**src/rtl/bus_pkg.sv**
```systemverilog
// rtl/bus_pkg.sv - shared slot indices, FSM encoding and defaults for the bus transfer controller
package bus_pkg;

    // Source slot indices on the bus multiplexer
    localparam int SRC_IM = 0;
    localparam int SRC_PC = 1;
    localparam int SRC_DR = 2;
    localparam int SRC_TR = 4;
    localparam int SRC_AC = 5;
    localparam int SRC_R  = 6;
    localparam int SRC_DM = 7;

    // Destination write-enable bit positions
    localparam int DST_AR  = 0;
    localparam int DST_PC  = 1;
    localparam int DST_DR  = 2;
    localparam int DST_AC  = 3;
    localparam int DST_IR  = 4;
    localparam int DST_TR  = 5;
    localparam int DST_OUT = 6;
    localparam int DST_MEM = 7;

    // Slot 3 is not wired to any register in the default datapath
    localparam logic [7:0] SRC_EN_DEFAULT = 8'b1111_0111;

    typedef enum logic [1:0] {
        ST_IDLE  = 2'd0,
        ST_LOAD  = 2'd1,
        ST_WRITE = 2'd2
    } xfer_state_e;

    // Select width for n slots, never narrower than one bit
    function automatic int sel_width(input int n);
        return (n > 1) ? $clog2(n) : 1;
    endfunction

endpackage

```
**src/rtl/bus_src_mux.sv**
```systemverilog
// rtl/bus_src_mux.sv - combinational source slot select with legality check
module bus_src_mux #(
    parameter int              DATA_W = 16,
    parameter int              N_SRC  = 8,
    parameter logic [N_SRC-1:0] SRC_EN = '1,
    parameter int              SEL_W  = 3
) (
    input  logic [SEL_W-1:0]        sel,
    input  logic [N_SRC*DATA_W-1:0] src_data,
    output logic [DATA_W-1:0]       sel_data,
    output logic                    illegal
);

    // Pick the addressed slot; an out-of-range or unimplemented slot yields zero and flags illegal
    always_comb begin
        sel_data = '0;
        illegal  = 1'b1;
        for (int k = 0; k < N_SRC; k++) begin
            if (SRC_EN[k] && (sel == SEL_W'(k))) begin
                sel_data = src_data[k*DATA_W +: DATA_W];
                illegal  = 1'b0;
            end
        end
    end

endmodule

```
**src/rtl/bus_xfer_ctrl.sv**
```systemverilog
// rtl/bus_xfer_ctrl.sv - registered bus transfer controller with req/ready/done handshake
module bus_xfer_ctrl
    import bus_pkg::*;
#(
    parameter int               DATA_W       = 16,
    parameter int               N_SRC        = 8,
    parameter int               N_DST        = 8,
    parameter logic [N_SRC-1:0] SRC_EN       = N_SRC'(SRC_EN_DEFAULT),
    parameter bit               ILLEGAL_ZERO = 1'b1,
    parameter int               CNT_W        = 8,
    localparam int              SEL_W        = sel_width(N_SRC)
) (
    input  logic                    clk,
    input  logic                    rst_n,
    input  logic                    xfer_req,
    input  logic [SEL_W-1:0]        rd_sel,
    input  logic [N_DST-1:0]        wr_mask,
    input  logic [N_SRC*DATA_W-1:0] src_data,
    input  logic                    err_clr,
    output logic                    xfer_ready,
    output logic [DATA_W-1:0]       busout,
    output logic [N_DST-1:0]        wr_en,
    output logic                    xfer_done,
    output logic                    sel_err,
    output logic [CNT_W-1:0]        xfer_cnt
);

    xfer_state_e       state_q, state_d;
    logic [SEL_W-1:0]  rd_sel_q, rd_sel_d;
    logic [N_DST-1:0]  wr_mask_q, wr_mask_d;
    logic [DATA_W-1:0] busout_q, busout_d;
    logic [N_DST-1:0]  wr_en_q, wr_en_d;
    logic              xfer_done_q, xfer_done_d;
    logic              sel_err_q, sel_err_d;
    logic [CNT_W-1:0]  xfer_cnt_q, xfer_cnt_d;

    logic [DATA_W-1:0] sel_data;
    logic              sel_illegal;

    // The captured select stays stable through LOAD and WRITE, so one lookup serves both
    bus_src_mux #(
        .DATA_W (DATA_W),
        .N_SRC  (N_SRC),
        .SRC_EN (SRC_EN),
        .SEL_W  (SEL_W)
    ) u_src_mux (
        .sel      (rd_sel_q),
        .src_data (src_data),
        .sel_data (sel_data),
        .illegal  (sel_illegal)
    );

    // Next-state and next-output logic; wr_en/xfer_done are computed in LOAD so they register high for WRITE only
    always_comb begin
        state_d     = state_q;
        rd_sel_d    = rd_sel_q;
        wr_mask_d   = wr_mask_q;
        busout_d    = busout_q;
        wr_en_d     = '0;
        xfer_done_d = 1'b0;
        sel_err_d   = err_clr ? 1'b0 : sel_err_q;
        xfer_cnt_d  = xfer_cnt_q;
        case (state_q)
            ST_IDLE: begin
                if (xfer_req) begin
                    rd_sel_d  = rd_sel;
                    wr_mask_d = wr_mask;
                    state_d   = ST_LOAD;
                end
            end
            ST_LOAD: begin
                if (sel_illegal) begin
                    // A new error beats a simultaneous clear
                    sel_err_d = 1'b1;
                    if (ILLEGAL_ZERO) begin
                        busout_d = '0;
                    end
                end else begin
                    busout_d = sel_data;
                    wr_en_d  = wr_mask_q;
                end
                xfer_done_d = 1'b1;
                state_d     = ST_WRITE;
            end
            ST_WRITE: begin
                if (!sel_illegal) begin
                    xfer_cnt_d = xfer_cnt_q + CNT_W'(1);
                end
                state_d = ST_IDLE;
            end
            default: begin
                state_d = ST_IDLE;
            end
        endcase
    end

    // State and output registers; reset aborts any transfer in flight
    always_ff @(posedge clk or negedge rst_n) begin
        if (!rst_n) begin
            state_q     <= ST_IDLE;
            rd_sel_q    <= '0;
            wr_mask_q   <= '0;
            busout_q    <= '0;
            wr_en_q     <= '0;
            xfer_done_q <= 1'b0;
            sel_err_q   <= 1'b0;
            xfer_cnt_q  <= '0;
        end else begin
            state_q     <= state_d;
            rd_sel_q    <= rd_sel_d;
            wr_mask_q   <= wr_mask_d;
            busout_q    <= busout_d;
            wr_en_q     <= wr_en_d;
            xfer_done_q <= xfer_done_d;
            sel_err_q   <= sel_err_d;
            xfer_cnt_q  <= xfer_cnt_d;
        end
    end

    assign xfer_ready = (state_q == ST_IDLE);
    assign busout     = busout_q;
    assign wr_en      = wr_en_q;
    assign xfer_done  = xfer_done_q;
    assign sel_err    = sel_err_q;
    assign xfer_cnt   = xfer_cnt_q;

endmodule
```
**config.mk**
```make
export PLATFORM = sky130hd
export DESIGN_NAME = bus_xfer_ctrl
export DESIGN_NICKNAME = d
export VERILOG_FILES = /design/src/rtl/bus_pkg.sv /design/src/rtl/bus_src_mux.sv /design/src/rtl/bus_xfer_ctrl.sv
export SDC_FILE = /design/constraint.sdc
export NUM_CORES = 1
export LEC_CHECK = 0
export ABC_AREA = 1
export BUFFER_PORTS_ARGS = -buffer_cell sky130_fd_sc_hd__buf_2
export CORE_MARGIN = 2
export CORE_UTILIZATION = 30
export CTS_BUF_LIST = sky130_fd_sc_hd__clkbuf_8 sky130_fd_sc_hd__clkbuf_16
export CTS_CLUSTER_DIAMETER = 40
export DETAILED_ROUTE_END_ITERATION = 12
export SLEW_MARGIN = 30
export SYNTH_ARGS = -nofsm -noshare
export SYNTH_HDL_FRONTEND = slang
export SYNTH_HIERARCHICAL = 1
export SYNTH_SLANG_ARGS = --single-unit
```
**constraint.sdc**
```tcl
create_clock -name clk -period 2.7 [get_ports clk]
set_input_delay 0.54 -clock clk [delete_from_list [all_inputs] [get_ports clk]]
set_output_delay 0.54 -clock clk [all_outputs]
set_load 0.05 [all_outputs]
```
* After elaboration in Yosys (flattened, before gate mapping)
Cells that the tools add are included.
** Storage, ports and cells
- Register bits after elaboration :: 47
- Input port bits :: 143
- Output and inout bits :: 35
- Word-level logic and storage cells :: 46
** Operators by class
- Add/subtract/negate cells :: 1
- Equal/unequal tests :: 9
- Multiplexer cells :: 23
- Bitwise operators :: 1
- Reduce and logical (&&, ||, !) cells :: 4
** Operators by type and width (number)
- $mux 16 :: 8
- $mux 8 :: 2
- $eq 3x3->1 const B :: 4
- $mux 1 :: 11
- $add 8x1->8 const B :: 1
- $pmux 2 s2 :: 1
- $reduce_and 2->1 :: 2
- $eq 3x1->1 const B :: 1
- $eq 3x2->1 const B :: 1
- $logic_not 3->1 :: 1
- $eq 2x1->1 const B :: 1
- $eq 2x2->1 const B :: 1
- $logic_not 2->1 :: 1
- $mux 2 :: 1
- $ne 2x2->1 const B :: 1
- $not 1->1 :: 1

* Longest topological paths before layout
Gate-level depths: netlist (run 1).
- Depth after elaboration :: 10
- Gate-level depth with buffers :: 9
- Mapped depth without buffers :: 8

* Cells and area by module
Netlist (run 1), hierarchy kept.
** By module, submodules not included
- bus_xfer_ctrl :: times used 1, cells each 203, area each 1884.3 um2, sequential area each 1176.1 um2
- bus_src_mux :: times used 1, cells each 202, area each 988.4 um2, sequential area each 0.0 um2

* Worst setup path before layout (run 1)
No wires, ideal clock.
- Kind :: reg-to-reg
- Start :: register state_q[1]
- End :: register rd_sel_q[2]
- Library setup time :: 0.116 ns
- Arrival :: 1.587 ns
- Data required time :: 2.584 ns
- Path slack :: 0.996 ns
- Cell stages (with the launch flop) :: 6
- Path buffers :: 1
- Clock period less this slack :: 1.704 ns
- Cells stage by stage :: dfrtp_1 > nor2_1 > nand2_2 > buf_4 > nand2_1 > nand2_1
** Between the ends
- Longest elaborated chain between the ends :: 2
** RTL lines
- start, declared :: line bus_xfer_ctrl.sv:28 : xfer_state_e state_q, state_d;
- start signal, assigned :: line bus_xfer_ctrl.sv:109 : state_q <= state_d;
- $logic_not 2->1
- via xfer_ready :: line bus_xfer_ctrl.sv:20 : output logic xfer_ready,
- $reduce_and 2->1 (no line)
- end signal, assigned :: line bus_xfer_ctrl.sv:110 : rd_sel_q <= rd_sel_d;
- end, declared :: line bus_xfer_ctrl.sv:29 : logic [SEL_W-1:0] rd_sel_q, rd_sel_d;
The timed path passes the listed nets, and every way through them passes these cells.
A chain may end at the register's enable or synchronous reset.

* Worst setup path in the final report (run 1)
- Start :: register rd_sel_q[0]
- End :: register busout_q[14], in the netlist busout[14]
** Between the ends
- Longest elaborated chain between the ends :: 9
- Elaborated cells on any way between the ends :: 22
- Classes of those cells :: eq/ne: 6; mux: 15; reduce/logical: 1
** RTL lines
- $logic_not 3->1 :: line bus_src_mux.sv:19 : if (SRC_EN[k] && (sel == SEL_W'(k))) begin
- $mux 16 (6 in series) :: line bus_src_mux.sv:19
- $mux 16 (*) :: line bus_src_mux.sv:19
- via sel_data[14] :: line bus_xfer_ctrl.sv:37 : logic [DATA_W-1:0] sel_data;
- $mux 16 (*) :: line bus_xfer_ctrl.sv:72 : if (sel_illegal) begin
- end signal, assigned :: line bus_xfer_ctrl.sv:112 : busout_q <= busout_d;
- end, declared :: line bus_xfer_ctrl.sv:31 : logic [DATA_W-1:0] busout_q, busout_d;
Mark *: on every way through the listed nets, which the timed path passes. The rest lies on a longest branch.

==> impl_metrics.csv, run 1 <==
group,metric,value,unit
drt,route.detailed.drc,0,
die,die_area,10400,um^2
yosys,synth.top_cell.area_share,40.9,%
placed_design,dp_hpwl,7.37,mm
yosys,yosysWarnings,6,
sta,setup_viol,0,
global_routing,antenna_found_initial,0,
worst_setup_path,cp_slowest_cell,"nor3_4",
global_routing,first_global_vias,3283,
cts,cts_setup_buffers,0,
global_routing,grt_overflow,0,
global_routing,grtUsageTotal,19.4,%
pwr,switching_share,51.7,%
worst_setup_path,cp-end-kind,"flip-flop",
layout,fin_cells,685,
worst_setup_path,path_buf_inv,1,
sta,final_max_slew_viol_count,0,
worst_setup_path,crit_path_start_kind,"flip-flop",
layout,diodes,0,
yosys,ys_seq_area_share,40.9,%
drt,drt-pass1-iter-count,5,
pwr,p_int,1.51,mW
layout,final_core_util,41.2,%
drt,drt-wirelength-per-cell,14.5,um
cts,clkTransAtPathRegs,0.10,ns
worst_setup_path,path_cells,"inv_1 > nor3_4 > nand2_1 > nand4_1 > nand3_1 > nand2_1",
yosys,avgSynthCellArea,7.09,um^2
cts,clk_latency,0.30,ns
pwr,leakagePower,2.17,nW
yosys,netlist_area,2870,um^2
placed_design,dp.cells,677,
worst_setup_path,critPathMaxFanout,17,
worst_hold_path,hold_class,"in -> async",
yosys,yosysUniqueCellTypes,22,
yosys,synthCells,405,
sta,period_needed,2.30,ns
sta,finalSetupTns,0,ns
yosys,synth_ff_type,"dfrtp_1",
cts,cts_buffers,5,
pwr,p_comb_share,52.9,%
worst_setup_path,cp_top_family,"simple AND/OR/NAND/NOR gates",
cts,ctsHoldBuffers,0,
yosys,yosysTopAreaCell,"dfrtp_1",
pwr,ir_drop,0.000457,V
drt,routed_wirelength,9.91,mm
drt,vias,3313,
yosys,synthTopCellsByArea,"dfrtp_1 (41%), nand2_1 (18%), nand4_1 (10%)",
sta,maxSlewHeadroom,42.1,%
yosys,netlist_top_cells_count,"nand2_1 (136), nand3_1 (56), nand4_1 (48)",
cts,cts.sinks,47,
job,drv_cap,0,
sta,skew,0.0128,ns
cts,cts-resized-gates,0,
worst_setup_path,cpPeakStageDelay,0.70,ns
yosys,ys_ff_latch,47,
sta,holdWs,0.155,ns
sta,max_freq,0.435,GHz
status,status,"completed",
pwr,switching_power,1.62,mW
cts,cts_tree,"done",
pwr,power_frac_seq,33.2,%
cts,cts_max_level,2,
drt,drtIter0Drc,197,
yosys,synth-async-reset-ratio,100,%
worst_setup_path,critPathKind,"reg -> reg",
die,fp.dieW,102,um
placed_design,port_buffers,161,
yosys,synth-edff-count,0,
pwr,clkPwrFrac,13.8,%
drt,antenna_left,0,
yosys,syn_nets,549,
global_routing,grt_pass1_wl,15.9,mm
yosys,yosysMostFrequentCell,"nand2_1",
worst_setup_path,worstPathArrival,2.53,ns
layout,drive_gt1_share,33.8,%
sta,fin_crit_sh,85.1,%
cts,cts.path.max_buffers,2,
cts,cts_root_buf,"clkbuf_8",
layout,nNetsFinal,699,
placed_design,gp_congestion,0.954,
global_routing,grt_max_degree,52,
worst_setup_path,critPathRequiredTime,2.93,ns
pwr,power.total,3.13,mW
sta,final-hold-violation-count,0,
die,io_pins,178,
die,die_height,102,um
die,std_cell_rows,35,
die,core_area,9280,um^2
sta,worst_slew_pin_slew,0.867,ns
drt,viasPerCell,4.84,
layout,area_growth,33.0,%
die,start_util,30.9,%
worst_setup_path,cp_common_cell,"nand2_1",
pwr,power_per_cell_area,820,nW/um^2
sta,rsz0062_at_grt,"no",
## placed cells by master, fill, tap and decap left out, types with 3 or more instances in the layout
cell	synthesis	layout
nand3_1	56	56
nand4_1	48	48
inv_2	3	3
buf_2	8	161
nor2_4	3	3
buf_4	3	5
inv_1	30	31
clkbuf_8	0	5
nand2_1	136	136
nor2_1	44	44
dfrtp_1	47	47
nor2_2	3	3
## path summary, 6_finish.rpt
path / start / endpoint / slack [ns] / depth (start not counted)
max: rd_sel_q[0] / busout[14] / 0.40 / 6
min: rst_n / sel_err / 0.15 / 1
max reg2reg: rd_sel_q[0] / busout[14] / 0.40 / 6
min reg2reg: busout[6] / busout[6] / 0.48 / 2
max in group asynchronous: rst_n / xfer_cnt[6] / 1.93 / 2
min in group clk: err_clr / sel_err / 0.43 / 2
## power by group through the flow
stage                     clock, mW  sequential [mW]  combinational [mW]
after floorplan                   0             1.57               0.689
after detailed placement          0             1.06                1.67
after CTS                     0.444             1.04                1.67
final                         0.434             1.04                1.66
after global routing          0.467             1.07                1.82
after global placement            0             1.05                1.66
## layout make-up
| type | instances | area (um^2) |
|---|---|---|
| clock buffer | 5 | 68.8 |
| clock inverter | 3 | 20.0 |
| fill | 1028 | 5460 |
| inverter | 34 | 128 |
| multi-input combinational | 301 | 1420 |
| sequential | 47 | 1180 |
| tap | 129 | 161 |
| timing repair buffer | 166 | 843 |
## through the flow
stage               setup WS [ns]  cell area, um^2
floorplan                   0.996             2870
global placement            0.460             3730
detailed placement          0.452             3730
CTS                         0.432             3820
global route                0.170             3820
finish                      0.401             3820
## cells by family after synthesis
group | Yosys count | share of synthesized area (%)
adder cells (fa/ha/maj) | 1 | 0.435
buffers and inverters | 57 | 9.49
flip-flops | 47 | 40.9
AO/OA/AOI/OAI | 1 | 0.435
XOR/XNOR | 4 | 1.22
AND/OR/NAND/NOR | 295 | 47.5
## routing by layer
| layer | global-route usage, % | up-vias | wire [um] |
|---|---|---|---|
| met4 | 4.72 | 0 | 185 |
| met3 | 2.80 | 16 | 625 |
| met5 | 0 | - | 0 |
| met2 | 33.2 | 128 | 4740 |
| li1 | - | 1628 | - |
| met1 | 26.0 | 1541 | 4370 |
## sequential cells by signal, summed over array words and instances (netlist names)
| register | flops |
|---|---|
| sel_err | 1 |
| busout | 16 |
| rd_sel_q | 3 |
| xfer_done | 1 |
| wr_en | 8 |
| state_q | 2 |
| xfer_cnt | 8 |
| wr_mask_q | 8 |
No activity file was read; power rests on OpenSTA's default activity.
==> run 2, diff against run 1 <==
--- a/config.mk
+++ b/config.mk
@@ -9,7 +9,6 @@
 export BUFFER_PORTS_ARGS = -buffer_cell sky130_fd_sc_hd__buf_2
 export CORE_MARGIN = 2
 export CORE_UTILIZATION = 30
-export CTS_BUF_LIST = sky130_fd_sc_hd__clkbuf_8 sky130_fd_sc_hd__clkbuf_16
 export CTS_CLUSTER_DIAMETER = 40
 export DETAILED_ROUTE_END_ITERATION = 12
 export SLEW_MARGIN = 30
==> impl_metrics.csv, run 2 (same netlist as run 1, synthesis figures left out) <==
group,metric,value,unit
status,status,"completed",
placed_design,placed_area,3730,um^2
sta,final_max_slew_viol_count,0,
worst_setup_path,critPathRequiredTime,2.93,ns
layout,area_growth,33.0,%
sta,max_freq,0.435,GHz
die,start_util,30.9,%
pwr,ir_drop,0.000457,V
placed_design,dp_hpwl,7.37,mm
layout,nNetsFinal,699,
global_routing,grt_overflow,0,
pwr,p_int,1.52,mW
worst_setup_path,cpPeakStageDelay,0.70,ns
sta,worst_slew_pin_slew,0.867,ns
sta,fin_crit_sh,85.1,%
worst_setup_path,cp-end-kind,"flip-flop",
cts,clk_latency,0.30,ns
cts,cts_tree,"done",
die,fp.dieW,102,um
worst_setup_path,path_buf_inv,1,
placed_design,gp_congestion,0.954,
worst_setup_path,worstPathArrival,2.53,ns
layout,fin_area,3820,um^2
die,io_pins,178,
sta,setup_viol,0,
layout,drive_gt1_share,33.8,%
cts,cts_buffers,5,
job,drv_cap,0,
pwr,power_frac_seq,33.2,%
sta,final-hold-violation-count,0,
pwr,power_per_cell_area,821,nW/um^2
cts,cts.path.max_buffers,2,
cts,cts_max_level,2,
cts,cts-resized-gates,0,
cts,clkTransAtPathRegs,0.10,ns
placed_design,port_buffers,161,
sta,maxSlewHeadroom,42.1,%
pwr,p_comb_share,52.9,%
worst_setup_path,cp_top_family,"simple AND/OR/NAND/NOR gates",
drt,antenna_left,0,
drt,routed_wirelength,9.91,mm
global_routing,first_global_vias,3283,
pwr,switching_power,1.62,mW
die,std_cell_rows,35,
pwr,leakagePower,2.17,nW
cts,cts.sinks,47,
layout,final_common_cell,"buf_2",
cts,cts_setup_buffers,0,
die,die_height,102,um
drt,drt-wirelength-per-cell,14.5,um
worst_setup_path,cp_common_cell,"nand2_1",
die,core_area,9280,um^2
drt,drt-pass1-iter-count,5,
worst_setup_path,critPathKind,"reg -> reg",
sta,rsz0062_at_grt,"no",
layout,diodes,0,
layout,final_cell_mix,"buf_2 (161), nand2_1 (136), nand3_1 (56)",
cts,cts_root_buf,"clkbuf_8",
worst_setup_path,crit_path_start_kind,"flip-flop",
cts,ctsHoldBuffers,0,
drt,viasPerCell,4.84,
drt,drtIter0Drc,197,
worst_setup_path,cp_slowest_cell,"nor3_4",
worst_hold_path,hold_class,"in -> async",
pwr,clkPwrFrac,13.9,%
global_routing,grt_max_degree,52,
drt,vias,3313,
sta,period_needed,2.30,ns
pwr,power.total,3.14,mW
drt,route.detailed.drc,0,
pwr,switching_share,51.7,%
global_routing,grt_pass1_wl,15.9,mm
layout,largest_register_ffs,16,
worst_setup_path,critPathMaxFanout,17,
global_routing,grtUsageTotal,19.4,%
worst_setup_path,path_cells,"inv_1 > nor3_4 > nand2_1 > nand4_1 > nand3_1 > nand2_1",
sta,finalSetupTns,0,ns
global_routing,antenna_found_initial,0,
sta,skew,0.0126,ns
die,die_area,10400,um^2
## run 2: cell count changes in the layout (fill, tap and decap cells not counted)
| cell | delta |
|---|---|
| clkbuf_1 | +1 |
| inv_1 | -1 |
## run 2: worst paths after layout
path	start	endpoint	cells past startpoint	slack, ns
max in group asynchronous	rst_n	xfer_cnt[6]	2	1.93
worst min-delay path	rst_n	sel_err	1	0.15
worst max-delay path	rd_sel_q[0]	busout[14]	6	0.40
worst min register to register	busout[6]	busout[6]	2	0.48
worst max register to register	rd_sel_q[0]	busout[14]	6	0.40
min in group clk	err_clr	sel_err	2	0.43
## run 2: final cells by class
| type | instances | area [um^2] |
|---|---|---|
| fill | 1028 | 5460 |
| multi-input combinational | 301 | 1420 |
| sequential | 47 | 1180 |
| timing repair buffer | 166 | 843 |
| tap | 129 | 161 |
| inverter | 34 | 128 |
| clock buffer | 6 | 72.6 |
| clock inverter | 2 | 16.3 |
## run 2: power groups by stage
stage / sequential [mW] / clock [mW] / combinational (mW)
6_report: 1.04 / 0.437 / 1.66
5_1_grt: 1.07 / 0.471 / 1.82
4_1_cts: 1.04 / 0.447 / 1.67
3_5_place_dp: 1.06 / 0 / 1.67
3_3_place_gp: 1.05 / 0 / 1.66
2_1_floorplan: 1.57 / 0 / 0.689
## run 2: metrics by stage
step,worst slack (ns),hold WS [ns],util (%),instances
after detailed placement,0.452,0.460,40.2,677
after CTS,0.432,0.158,41.2,685
final,0.401,0.155,41.2,685
after floorplan,0.996,0.244,-,405
after global placement,0.460,0.461,40.2,677
after global routing,0.171,0.175,41.2,685
## run 2: layer usage
metal,wire length [um],track usage (%),up-vias
li1,-,-,1628
met1,4370,26.0,1541
met2,4740,33.2,128
met3,625,2.80,16
met4,185,4.72,0
met5,0,0,-
